$ cat src/rtl/seq_multiplier_pkg.sv
// Shared definitions for the iterative shift-add multiplier.
//
// Contents:
//   state_t        FSM encoding (IDLE, BUSY, DONE)
//   BITS_PER_STEP  multiplier bits retired per BUSY cycle (1, or 2 when
//                  SEQ_MULT_RADIX4_EN is defined)
//   mult_latency() BUSY cycles for a given operand width (MULT_LATENCY)
//   prod_width()   product width for a given operand width (2*WIDTH)
//
// Build option: SEQ_MULT_RADIX4_EN selects the two-bits-per-cycle datapath.

package seq_multiplier_pkg;

    typedef enum logic [1:0] {
        IDLE = 2'd0,
        BUSY = 2'd1,
        DONE = 2'd2
    } state_t;

`ifdef SEQ_MULT_RADIX4_EN
    localparam int BITS_PER_STEP = 2;
`else
    localparam int BITS_PER_STEP = 1;
`endif

    function automatic int mult_latency(input int width);
        return width / BITS_PER_STEP;
    endfunction

    function automatic int prod_width(input int width);
        return 2 * width;
    endfunction

endpackage

$ cat src/rtl/seq_multiplier.sv
// Iterative unsigned shift-add multiplier feeding the Barrett reducer.
// One partial product per cycle (two with SEQ_MULT_RADIX4_EN), valid/ready
// handshake on both sides, product held until the consumer takes it.
//
// state | meaning
// IDLE  | waiting for operands, in_ready high (unless reset)
// BUSY  | accumulating partial products, MULT_LATENCY cycles
// DONE  | product valid and held until out_ready
//
// Parameters:
//   WIDTH      operand width, must be >= 2 and even
// Ports:
//   clk        rising-edge clock
//   reset      synchronous active-high reset
//   in_valid   x, y valid
//   in_ready   operands accepted this cycle when in_valid is also high
//   x, y       unsigned operands (WIDTH bits)
//   out_valid  product valid and held
//   out_ready  consumer accepts product
//   product    x*y, 2*WIDTH bits
//   busy       high in BUSY or DONE
//
// Build option: SEQ_MULT_RADIX4_EN (radix-4 recoding, WIDTH/2 BUSY cycles).

module seq_multiplier
    import seq_multiplier_pkg::*;
#(
    parameter int WIDTH = 128
) (
    input  logic                 clk,
    input  logic                 reset,
    input  logic                 in_valid,
    output logic                 in_ready,
    input  logic [WIDTH-1:0]     x,
    input  logic [WIDTH-1:0]     y,
    output logic                 out_valid,
    input  logic                 out_ready,
    output logic [2*WIDTH-1:0]   product,
    output logic                 busy
);

    localparam int PROD_W       = prod_width(WIDTH);
    localparam int MULT_LATENCY = mult_latency(WIDTH);
    localparam int CNT_W        = $clog2(WIDTH + 1);

    state_t state, state_next;

    logic [PROD_W-1:0] a_sh;
    logic [PROD_W-1:0] acc;
    logic [PROD_W-1:0] pp;
    logic [PROD_W-1:0] acc_next;
    logic [WIDTH-1:0]  b_sh;
    logic [CNT_W-1:0]  cnt;
    logic              accept;
    logic              last_step;
`ifdef SEQ_MULT_RADIX4_EN
    logic [PROD_W-1:0] a3_sh;
`endif

    assign accept    = in_valid && in_ready;
    assign last_step = (state == BUSY) && (cnt == CNT_W'(MULT_LATENCY - 1));

    // State register
    always_ff @(posedge clk) begin
        if (reset) begin
            state <= IDLE;
        end else begin
            state <= state_next;
        end
    end

    // Next-state logic
    always_comb begin
        state_next = state;
        unique case (state)
            IDLE: if (accept)    state_next = BUSY;
            BUSY: if (last_step) state_next = DONE;
            DONE: if (out_ready) state_next = IDLE;
            default:             state_next = IDLE;
        endcase
    end

    // Output logic
    always_comb begin
        in_ready  = (state == IDLE) && !reset;
        out_valid = (state == DONE);
        busy      = (state != IDLE);
    end

    // Partial-product select
    always_comb begin
        pp = '0;
`ifdef SEQ_MULT_RADIX4_EN
        unique case (b_sh[1:0])
            2'b00: pp = '0;
            2'b01: pp = a_sh;
            2'b10: pp = {a_sh[PROD_W-2:0], 1'b0};
            2'b11: pp = a3_sh;
            default: pp = '0;
        endcase
`else
        if (b_sh[0]) pp = a_sh;
`endif
    end

    // a_sh < 2^(2*WIDTH - step shift) while bits of b remain, so this never overflows.
    assign acc_next = acc + pp;

    always_ff @(posedge clk) begin
        if (reset) begin
            a_sh    <= '0;
            b_sh    <= '0;
            acc     <= '0;
            cnt     <= '0;
            product <= '0;
`ifdef SEQ_MULT_RADIX4_EN
            a3_sh   <= '0;
`endif
        end else if (accept) begin
            a_sh  <= {{WIDTH{1'b0}}, x};
            b_sh  <= y;
            acc   <= '0;
            cnt   <= '0;
`ifdef SEQ_MULT_RADIX4_EN
            // 3*x needs at most WIDTH+2 bits, well inside the product width.
            a3_sh <= {{WIDTH{1'b0}}, x} + {{(WIDTH-1){1'b0}}, x, 1'b0};
`endif
        end else if (state == BUSY) begin
            acc   <= acc_next;
            a_sh  <= a_sh << BITS_PER_STEP;
            b_sh  <= b_sh >> BITS_PER_STEP;
            cnt   <= cnt + CNT_W'(1);
`ifdef SEQ_MULT_RADIX4_EN
            a3_sh <= a3_sh << BITS_PER_STEP;
`endif
            if (last_step) product <= acc_next;
        end
    end

endmodule

$ cat config.mk
export PLATFORM = sky130hd
export DESIGN_NAME = seq_multiplier
export DESIGN_NICKNAME = d
export VERILOG_FILES = /design/src/rtl/seq_multiplier_pkg.sv /design/src/rtl/seq_multiplier.sv
export SDC_FILE = /design/constraint.sdc
export NUM_CORES = 2
export LEC_CHECK = 0
export ABC_AREA = 1
export CAP_MARGIN = 20
export CORE_MARGIN = 10
export CORE_UTILIZATION = 50
export CTS_BUF_LIST = sky130_fd_sc_hd__clkbuf_4 sky130_fd_sc_hd__clkbuf_8
export CTS_CLUSTER_DIAMETER = 80
export DETAILED_ROUTE_END_ITERATION = 16
export GPL_TIMING_DRIVEN = 0
export PLACE_DENSITY = 0.7
export SLEW_MARGIN = 10
export SYNTH_ARGS = -nofsm -noshare
export SYNTH_HDL_FRONTEND = slang
export SYNTH_SLANG_ARGS = --single-unit
$ cat constraint.sdc
create_clock -name clk -period 6.9 [get_ports clk]
set_input_delay 2.07 -clock clk [delete_from_list [all_inputs] [get_ports clk]]
set_output_delay 2.07 -clock clk [all_outputs]
set_load 0.03 [all_outputs]
==> results by group <==
Outcome
  • Status: completed

STA
  • Number of failing setup endpoints in the final timing report: 0
  • Setup repair after global routing missed its margin: false
  • Worst-margin pin slew: 1.253 ns
  • Final hold violations: 0
  • Worst Slack Setup Final: 0.06758 ns
  • Post-route clock period utilization: 0.9902
  • Number of max-slew violations in the final report: 0
  • Minimum clock period after layout: 6.832 ns
  • FMAX: 146.4 MHz
  • Setup skew after layout: 0.1154 ns
  • Total negative slack for setup checks: 0 ns
  • Remaining max-slew budget at the tightest pin: 0.1650

Logic synthesis
  • Number of enable-type register cells in the synthesized netlist: 0
  • Syn Std Cell Area: 70470 um2
  • Share of flip-flops with an asynchronous set or reset: 0
  • Sequential fraction of the synthesis area: 0.2574
  • Cell accounting for the most synthesized area: sky130_fd_sc_hd__nand2_1
  • Synth Warn #: 0
  • Most area-consuming cells after synthesis: sky130_fd_sc_hd__nand2_1 (28%), sky130_fd_sc_hd__dfxtp_1 (26%), sky130_fd_sc_hd__inv_1 (15%), sky130_fd_sc_hd__nor2_1 (6.7%), sky130_fd_sc_hd__ha_1 (4.5%)
  • Number of synthesized register bits: 906
  • Yosys cell types: 42
  • Avg Synthesized Cell Area: 5.426 um2
  • Top-area cell type share of the netlist area: 0.2802
  • Synthesized net count: 13.51k
  • Leading register cell type out of synthesis: sky130_fd_sc_hd__dfxtp_1
  • Instance count of the mapped netlist: 12.99k

Drt
  • Routed Wire Length: 367500 um
  • Wirelength per Cell: 23.41 um
  • Mean number of vias per cell: 5.458
  • Total number of vias: 85.66k
  • Violation count after the first detailed-route iteration: 12.59k
  • Residual DRC count: 0
  • Antenna-violating nets left: 0
  • TritonRoute pass-1 iters: 10

GRT
  • Met3 Resource Use GR: 0.1632
  • Remaining global-route overflow: 0
  • Most congested layer reported by global routing: met2
  • Met1 capacity usage during global routing: 0.5766
  • Initial antenna violation count: 44
  • Pin count of the biggest net entering global routing: 17
  • Wire length of the first global-routing pass: 513100 um
  • GR Util All Layers: 0.4444
  • Met2 global-route usage: 0.6262
  • Vias in the first global route: 78.19k

Worst setup path
  • CP Launch Type: flip-flop
  • Source of the worst register-to-register timing path: b_sh[0]
  • Cell occurring most often along the worst timing path: sky130_fd_sc_hd__nand2_1
  • Reg2Reg Setup Slack: 0.07 ns
  • Delay of the slowest cell on the worst path: 0.94 ns
  • WP data arrival: 7.69 ns
  • Crit path kind: reg2reg
  • Worst reg2reg endpoint: product[217]
  • Sort of element at the end of the critical path: flip-flop
  • Top cell family by delay on the critical path: simple AND/OR/NAND/NOR gates
  • R2r worst-path depth: 19
  • Cell with the largest stage delay on the worst path: sky130_fd_sc_hd__nor2_1
  • Crit-path cells: clkbuf_1, clkbuf_1, buf_1, nand2_1, inv_1, ha_1, nand2_1, nor2_1, inv_1, nor2_1, nand2_1, nor2_1, nand2_1, nor2_1, nand2_1, nand4_1, nand3_1, nand2_1, inv_1
  • Max FO, Critical Path: 10
  • Total buffers and inverters traversed by the critical path: 6
  • Required time at the endpoint of the critical path: 7.76 ns

Floorplanning
  • Core ar.: 139700 um2
  • Total die area: 156400 um2
  • Cell row count: 137
  • Width of the chip: 395.4 um
  • Chip Height: 395.4 um
  • Effective utilization at floorplan: 0.5044
  • I/O pin count: 519

Layout
  • Leading cell type in the layout, fill and taps excluded: sky130_fd_sc_hd__nand2_1
  • Number of cells in the finished layout apart from fillers: 15.70k
  • Area added between synthesis and finish: 15.97%
  • Highest-count cells in the layout ignoring fill and taps: sky130_fd_sc_hd__nand2_1 (5260), sky130_fd_sc_hd__inv_1 (2871), sky130_fd_sc_hd__nor2_1 (1254), sky130_fd_sc_hd__dfxtp_1 (906), sky130_fd_sc_hd__clkdlybuf4s50_1 (517)
  • Share of layout cells above drive strength 1: 0.06249
  • Post-layout utilization of the core: 0.5850
  • Number of nets at the end of the flow: 14.19k
  • Layout Cell Area excl Fill: 81720 um2
  • Filler Cell Count: 13.52k

Run
  • Maximum capacitance violations: 0

Power and ir drop
  • Clock share of power: 0.438
  • Net switching power of the design: 3919 uW
  • Leakage power summed over all cells: 0.04694 uW
  • Design internal power: 8903 uW
  • Fraction of power consumed by sequential logic: 0.434
  • PwrDens: 156.9 nW/um2
  • Combinational fraction of design power: 0.128
  • Switching portion of total power: 0.3056
  • Peak supply drop: 175.8 uV

Place
  • Weighted congestion reported at the end of routability-driven placement: 1.191
  • Setup slack at placement: 1.007 ns
  • Placed standard-cell area: 78100 um2
  • Placed cell count: 15.39k
  • Count of buffers inserted at the top-level ports: 517
  • HPWL after detailed placement: 307400 um

Clock network
  • Clock Tree Root: sky130_fd_sc_hd__clkbuf_8
  • Clock slew at the register clock pins of the worst setup and hold paths: 0.08 ns
  • Number of buffers created by CTS: 157
  • Maximum number of buffers from clock root to sink: 3
  • Insertion delay to the later sink of the worst-skew pair: 1.02 ns
  • TritonCTS clock tree: done
  • Clock sinks: 906
  • Number of buffers added to fix hold violations after cts: 0
  • H-Tree Level Count: 4
  • Resize count post-CTS: 0
  • Number of setup buffers added after CTS: 0

Min path
  • Hold Crit Class: reg2reg
  • Cells on Worst Hold Path: 2
  • Terminating pin of the worst hold path: a_sh[86]
  • Launch instance of the worst min-delay path: a_sh[85]
## synth_stat cells, types with 6 or more instances
cell type and instances:
sky130_fd_sc_hd__a21oi_1 218, sky130_fd_sc_hd__a31oi_1 252, sky130_fd_sc_hd__and2_1 14, sky130_fd_sc_hd__buf_1 27, sky130_fd_sc_hd__buf_2 77, sky130_fd_sc_hd__buf_4 9
sky130_fd_sc_hd__buf_6 11, sky130_fd_sc_hd__clkbuf_1 230, sky130_fd_sc_hd__clkinv_1 6, sky130_fd_sc_hd__dfxtp_1 906, sky130_fd_sc_hd__ha_1 256, sky130_fd_sc_hd__inv_1 2871
sky130_fd_sc_hd__inv_2 158, sky130_fd_sc_hd__nand2_1 5260, sky130_fd_sc_hd__nand2_2 40, sky130_fd_sc_hd__nand3_1 485, sky130_fd_sc_hd__nand3_2 28, sky130_fd_sc_hd__nand4_1 35
sky130_fd_sc_hd__nor2_1 1254, sky130_fd_sc_hd__nor2_2 183, sky130_fd_sc_hd__nor2_4 30, sky130_fd_sc_hd__nor3_1 35, sky130_fd_sc_hd__nor3_2 21, sky130_fd_sc_hd__o211ai_1 35
sky130_fd_sc_hd__o21a_1 130, sky130_fd_sc_hd__o21ai_0 137, sky130_fd_sc_hd__o21ai_1 109, sky130_fd_sc_hd__o21bai_1 25, sky130_fd_sc_hd__xnor2_1 17, sky130_fd_sc_hd__xor2_1 110
## worst max path at each step
stage | startpoint | to | slack (ns) | depth (start not counted)
6_report | b_sh[0] | product[217] | 0.07 | 19
3_5_place_dp | b_sh[0] | product[217] | 1.01 | 19
3_3_place_gp | b_sh[0] | product[241] | 0.57 | 22
4_1_cts | b_sh[0] | product[217] | 0.90 | 19
5_1_grt | b_sh[0] | acc[233] | 0.27 | 19
2_1_floorplan | reset | in_ready | 2.17 | 2
## routing by layer
layer,routed length [um],up-vias
met2,141800,6128
met3,54870,1139
met5,89,-
met4,26150,14
li1,-,39460
met1,144500,38920
## stage by stage
step	hold slack, ns	total power [uW]
floorplan	0.4434	6575
global placement	0.4542	7139
detailed placement	0.4684	7213
CTS	0.4527	12670
global route	0.4659	13110
finish	0.4569	12820
## worst min-delay path: stages (launching register included)
cell and delay [ns]:
sky130_fd_sc_hd__dfxtp_1 0.33, sky130_fd_sc_hd__nand2_1 0.07, sky130_fd_sc_hd__a31oi_1 0.07
## power by group through the flow
stage	sequential (uW)	clock [uW]	combinational (uW)
after detailed placement	5670	0	1550
after global routing	5580	5780	1750
after floorplan	5630	0	946
after global placement	5650	0	1490
after CTS	5560	5550	1560
final	5560	5620	1640
## final cells by class
type	instances	area [um2]	area share
repair buffers	529	5326	0.06518
well taps	1876	2347	0.02872
plain buffers	354	1551	0.01899
flip-flops and latches	906	18140	0.2219
multi-input cells	8692	39400	0.4821
clock inverters	42	531.8	0.006507
inverters	3036	11400	0.1395
clock buffers	235	2965	0.03629
diodes	25	62.56	0.0007655
## state kept, by name, indices dropped and copies added (netlist names)
register and count:
product 256, state 2, cnt 8, acc 256, a_sh 256, b_sh 128
## kinds of logic (layout without fill, tap and decap cells)
kind of cell    count (synthesis)  after routing  synth area share
compound gates                915            915           0.07665
xor+xnor                      127            127           0.01578
fa+ha+maj                     257            257           0.04574
buf+inv                      3390           4196            0.1836
flops                         906            906            0.2574
other cells                     0             25                 0
simple gates                 7393           7393            0.4208
(Power assumes the default switching activity.)
